<file path="config.mk">
export PLATFORM = sky130hd
export DESIGN_NAME = csr_commit_unit
export DESIGN_NICKNAME = d
export VERILOG_FILES = /design/src/rtl/csr_commit_unit.sv
export SDC_FILE = /design/constraint.sdc
export NUM_CORES = 1
export LEC_CHECK = 0
export CAP_MARGIN = 20
export CORE_AREA = 2 2 193 195
export CTS_CLUSTER_SIZE = 20
export DETAILED_ROUTE_END_ITERATION = 12
export DIE_AREA = 0 0 195 197
export HOLD_SLACK_MARGIN = 0.1
export SETUP_SLACK_MARGIN = 0.2
export SLEW_MARGIN = 30
export SYNTH_ARGS = -nofsm -noshare
export SYNTH_HDL_FRONTEND = slang
export SYNTH_SLANG_ARGS = --single-unit
</file>
<file path="constraint.sdc">
create_clock -name clk -period 9.38 [get_ports clk]
set_input_delay 1.876 -clock clk [delete_from_list [all_inputs] [get_ports clk]]
set_output_delay 1.876 -clock clk [all_outputs]
set_load 0.05 [all_outputs]
</file>
<file path="src/rtl/csr_commit_unit.sv">
// rtl/csr_commit_unit.sv - writeback-stage commit controller driving the CSR file and fetch redirect
module csr_commit_unit #(
   parameter logic [5:0] ECODE_INT = 6'h0
) (
   input  logic        clk,
   input  logic        reset,
   input  logic        ms_to_ws_valid,
   output logic        ws_allow_in,
   input  logic [31:0] ms_pc,
   input  logic [31:0] ms_vaddr,
   input  logic [1:0]  ms_csr_op,
   input  logic [13:0] ms_csr_num,
   input  logic [31:0] ms_rd_value,
   input  logic [31:0] ms_rj_value,
   input  logic        ms_ertn,
   input  logic        ms_ex,
   input  logic [5:0]  ms_ecode,
   input  logic [8:0]  ms_esubcode,
   input  logic        ms_gr_we,
   input  logic [4:0]  ms_dest,
   input  logic [31:0] ms_result,
   input  logic        has_int,
   output logic        csr_re,
   output logic        csr_we,
   output logic [13:0] csr_num,
   output logic [31:0] csr_wmask,
   output logic [31:0] csr_wvalue,
   input  logic [31:0] csr_rvalue,
   output logic        wb_ex,
   output logic        ertn_flush,
   output logic [5:0]  wb_ecode,
   output logic [8:0]  wb_esubcode,
   output logic [31:0] wb_pc,
   output logic [31:0] wb_vaddr,
   input  logic [31:0] excep_entry,
   output logic        flush_req,
   output logic [31:0] flush_pc,
   input  logic        fs_redirect_ack,
   output logic        rf_we,
   output logic [4:0]  rf_waddr,
   output logic [31:0] rf_wdata,
   output logic        ws_valid
);

   typedef enum logic {RUN, FLUSH} state_t;

   state_t      state;
   logic [1:0]  op_r;
   logic [13:0] num_r;
   logic [31:0] rd_value_r;
   logic [31:0] rj_value_r;
   logic [31:0] result_r;
   logic [4:0]  dest_r;
   logic        ertn_r;
   logic        ex_r;
   logic        gr_we_r;
   logic        live;
   logic        commit_flush;

   assign ws_allow_in  = 1'b1;
   assign live         = ws_valid && (state == RUN);

   assign csr_re       = live && (op_r != 2'd0) && !ex_r;
   assign csr_we       = live && op_r[1] && !ex_r;
   assign csr_num      = num_r;
   assign csr_wmask    = (op_r == 2'd3) ? rj_value_r : 32'hFFFF_FFFF;
   assign csr_wvalue   = rd_value_r;

   // csr_rvalue is the pre-write value, so xchg/rd return the old CSR contents
   assign rf_we        = live && gr_we_r && !ex_r;
   assign rf_waddr     = dest_r;
   assign rf_wdata     = (op_r != 2'd0) ? csr_rvalue : result_r;

   assign wb_ex        = live && ex_r;
   assign ertn_flush   = live && ertn_r && !ex_r;
   assign commit_flush = wb_ex || ertn_flush;

   always_ff @(posedge clk or posedge reset) begin
      if (reset) begin
         state       <= RUN;
         ws_valid    <= 1'b0;
         flush_req   <= 1'b0;
         flush_pc    <= 32'h0;
         op_r        <= 2'd0;
         num_r       <= 14'h0;
         rd_value_r  <= 32'h0;
         rj_value_r  <= 32'h0;
         result_r    <= 32'h0;
         dest_r      <= 5'h0;
         ertn_r      <= 1'b0;
         ex_r        <= 1'b0;
         gr_we_r     <= 1'b0;
         wb_ecode    <= 6'h0;
         wb_esubcode <= 9'h0;
         wb_pc       <= 32'h0;
         wb_vaddr    <= 32'h0;
      end else begin
         case (state)
            RUN: begin
               if (commit_flush) begin
                  // Committing instruction stays latched so wb_* fields remain stable during the redirect
                  state     <= FLUSH;
                  ws_valid  <= 1'b0;
                  flush_req <= 1'b1;
                  flush_pc  <= excep_entry;
               end else begin
                  ws_valid   <= ms_to_ws_valid;
                  op_r       <= ms_csr_op;
                  num_r      <= ms_csr_num;
                  rd_value_r <= ms_rd_value;
                  rj_value_r <= ms_rj_value;
                  result_r   <= ms_result;
                  dest_r     <= ms_dest;
                  ertn_r     <= ms_ertn;
                  gr_we_r    <= ms_gr_we;
                  wb_pc      <= ms_pc;
                  wb_vaddr   <= ms_vaddr;
                  if (has_int) begin
                     ex_r        <= 1'b1;
                     wb_ecode    <= ECODE_INT;
                     wb_esubcode <= 9'h0;
                  end else begin
                     ex_r        <= ms_ex;
                     wb_ecode    <= ms_ecode;
                     wb_esubcode <= ms_esubcode;
                  end
               end
            end
            FLUSH: begin
               ws_valid <= 1'b0;
               if (fs_redirect_ack) begin
                  state     <= RUN;
                  flush_req <= 1'b0;
               end
            end
            default: begin
               state     <= RUN;
               flush_req <= 1'b0;
            end
         endcase
      end
   end

endmodule

</file>
==> out/results.tsv <==
metric	value	unit
drt-initial-drc-count	165	
place_ws	4.18	ns
mostFrequentLayoutCell	clkdlybuf4s50_1	
period_needed	5.18	ns
cp_top_family	buffers and inverters	
r2r_start	state$_DFF_PP0_	
setup_slack	4.20	ns
synth_top_family_by_area	multiplexers	
drive_gt1_share	29.7	%
hold_start	rj_value_r[15]$_DFFE_PP0P_	
ir_drop	0.251	mV
synth_ff_type	dfrtp_1	
highest_layer	met4	
synth_edf_count	0	
synth-compound-area-share	1.88	%
drtPass1Iterations	6	
crit_arrival	3.30	ns
syn_to_final_growth	60.6	%
routed_wl	31100	um
die_y	197	um
crit_type	primary input to output pin	
yosys_warnings	0	
cts.sinks	234	
synth_mux_area_share	33.0	%
post_cts_buffers	0	
ant_nets	0	
critPathLaunchType	primary input	
cts_tree	done	
fin_skew	0.00774	ns
grt_pass1_wl	46700	um
cp.required	7.50	ns
via_count	6993	
holdPathEnd	rj_value_r[15]$_DFFE_PP0P_	
slew_viol_final	0	
async_flop_share	100	%
dieArea	38400	sq um
crit_chain	clkdlybuf4s50_1 > mux2_2 > clkdlybuf4s50_1	
io_buffers	500	
ctsRootBufferMaster	clkbuf_16	
yosysSeqAreaShare	56.8	%
grt_max_degree	117	
hold_viol_final	0	
netlist_instances	621	
nets	1392	
slew_headroom	43.7	%
ctsResizeCount	0	
synthAdderAreaFrac	0	%
wl_met3	2750	um
wl_per_cell	19.3	um
gr-total-overflow	0	
power_density	445	nW/um^2
critical_path.slowest_cell	clkdlybuf4s50_1	
status	completed	
cts_max_level	1	
synth_seq_cells	234	
place.gp.congestion	0.758	
insertedDiodeCount	0	
path_clk_slew	0.06	ns
grt_use_total	15.7	%
post-route-drc-count	0	
ios	502	
crit_top_cell	clkdlybuf4s50_1	
tns	0	ns
syn_avg_cell_area	16.6	sq um
worst_hold_path.num_cells	1	
initial_core_util	28.5	%
reg2reg_slack	6.12	ns
reg2reg_to	wb_pc[0]$_DFFE_PP0P_	
tightest_slew	0.845	ns
synth_area	10300	sq um
path_max_fanout	1	
core_area	36300	sq um
dp_hpwl	22600	um
critPathBufInv	2	
wl_met2	15400	um
power.leakage	7.18	nW
holdBufCountCts	0	
antenna_found_initial	0	
synth_xor_area_share	0	%
hp-class	flop to flop	
grt_pass1_vias	7495	
setup_violations	0	
critPathMaxStageDelay	0.79	ns
period_share	55.2	%
drv_cap	0	
fmaxAchievable	193	MHz
synth_nets	889	
cts_buffers	28	
die_x	195	um
yosys.area_share.simple	3.92	%
fp-row-count	70	
drt-met1-wl	12100	um
mostFrequentLayoutCells	clkdlybuf4s50_1, dfrtp_1, mux2_4	
rsz0062_at_grt	no	
end_kind	output pin	
worstSkewPairLatency	0.53	ns
via_per_inst	4.34	
clock_path_buffers	3	
synth.distinct_cells	27	
ff2ff_path_depth	4	
worst register-to-register path: cells and delay by family, from the launching register on:
family	cells	cell delay [ns]
mux	1	0.38
flops	1	0.66
simple gates	1	0.54
buf+inv	2	1.56
power by group:
| part | internal [mW] | switching [mW] |
|---|---|---|
| Sequential | 1.53 | 0.310 |
| Combinational | 1.84 | 2.57 |
| Clock | 0.687 | 0.430 |
| Total | 4.06 | 3.31 |
metal layers:
metal	vias to the layer above	track usage (%)
met2	317	26.8
met5	-	0
met4	0	5.20
met3	52	5.07
met1	3454	18.8
li1	3170	-
flip-flops by register name (all words and copies together), names as in the netlist:
signal,count
state,1
ex_r,1
flush_req,1
ws_valid,1
gr_we_r,1
wb_pc,32
rf_waddr,5
wb_ecode,6
wb_vaddr,32
flush_pc,32
op_r,2
csr_num,14
wb_esubcode,9
rj_value_r,32
result_r,32
ertn_r,1
csr_wvalue,32
logic make-up after synthesis:
group | Yosys count
flip-flops | 234
AO/OA/AOI/OAI | 36
multiplexers | 246
buffers and inverters | 38
AND/OR/NAND/NOR | 66
other | 1
Yosys cell counts (2+ instances only):
cell type	n	area share, %
and2_1	4	0.24
buf_12	12	2.3
buf_2	3	0.15
buf_4	5	0.36
buf_6	2	0.22
buf_8	7	1.0
clkbuf_1	7	0.25
dfrtp_1	234	57
inv_1	2	0.073
mux2_2	77	8.4
mux2_4	169	25
nand2_1	4	0.15
nand2b_1	16	0.97
nor2_1	4	0.15
o21ai_0	23	1.1
o21ai_1	10	0.49
or2_2	32	1.9
through the flow:
| step | hold WS, ns | instance area (sq um) | total power, mW | cells | utilization, % |
|---|---|---|---|---|---|
| after CTS | 0.503 | 16500 | 7.44 | 1611 | 45.5 |
| after floorplan | 0.473 | 10300 | 5.03 | 621 | - |
| after detailed placement | 0.487 | 15500 | 6.27 | 1560 | 42.9 |
| final | 0.500 | 16600 | 7.37 | 1613 | 45.7 |
| after global placement | 0.482 | 15500 | 6.24 | 1559 | 42.8 |
| after global routing | 0.512 | 16600 | 7.70 | 1613 | 45.7 |
final cells by class:
type | instances | area [sq um]
Multi-Input combinational cell | 349 | 4020
Clock inverter | 9 | 98.8
Inverter | 2 | 15.0
Sequential cell | 234 | 5860
Fill cell | 3330 | 19700
Timing Repair Buffer | 509 | 5130
Clock buffer | 42 | 865
Tap cell | 468 | 586
how the worst max path moves through the flow:
stage	startpoint	end	slack, ns	cells after the start
2_1_floorplan	reset	csr_num[0]$_DFFE_PP0P_	1.09	1
3_3_place_gp	csr_rvalue[30]	rf_wdata[30]	4.18	3
3_5_place_dp	csr_rvalue[30]	rf_wdata[30]	4.18	3
4_1_cts	csr_rvalue[3]	rf_wdata[3]	4.19	3
5_1_grt	csr_rvalue[10]	rf_wdata[10]	4.17	3
6_report	csr_rvalue[10]	rf_wdata[10]	4.20	3
(Power assumes the default switching activity.)
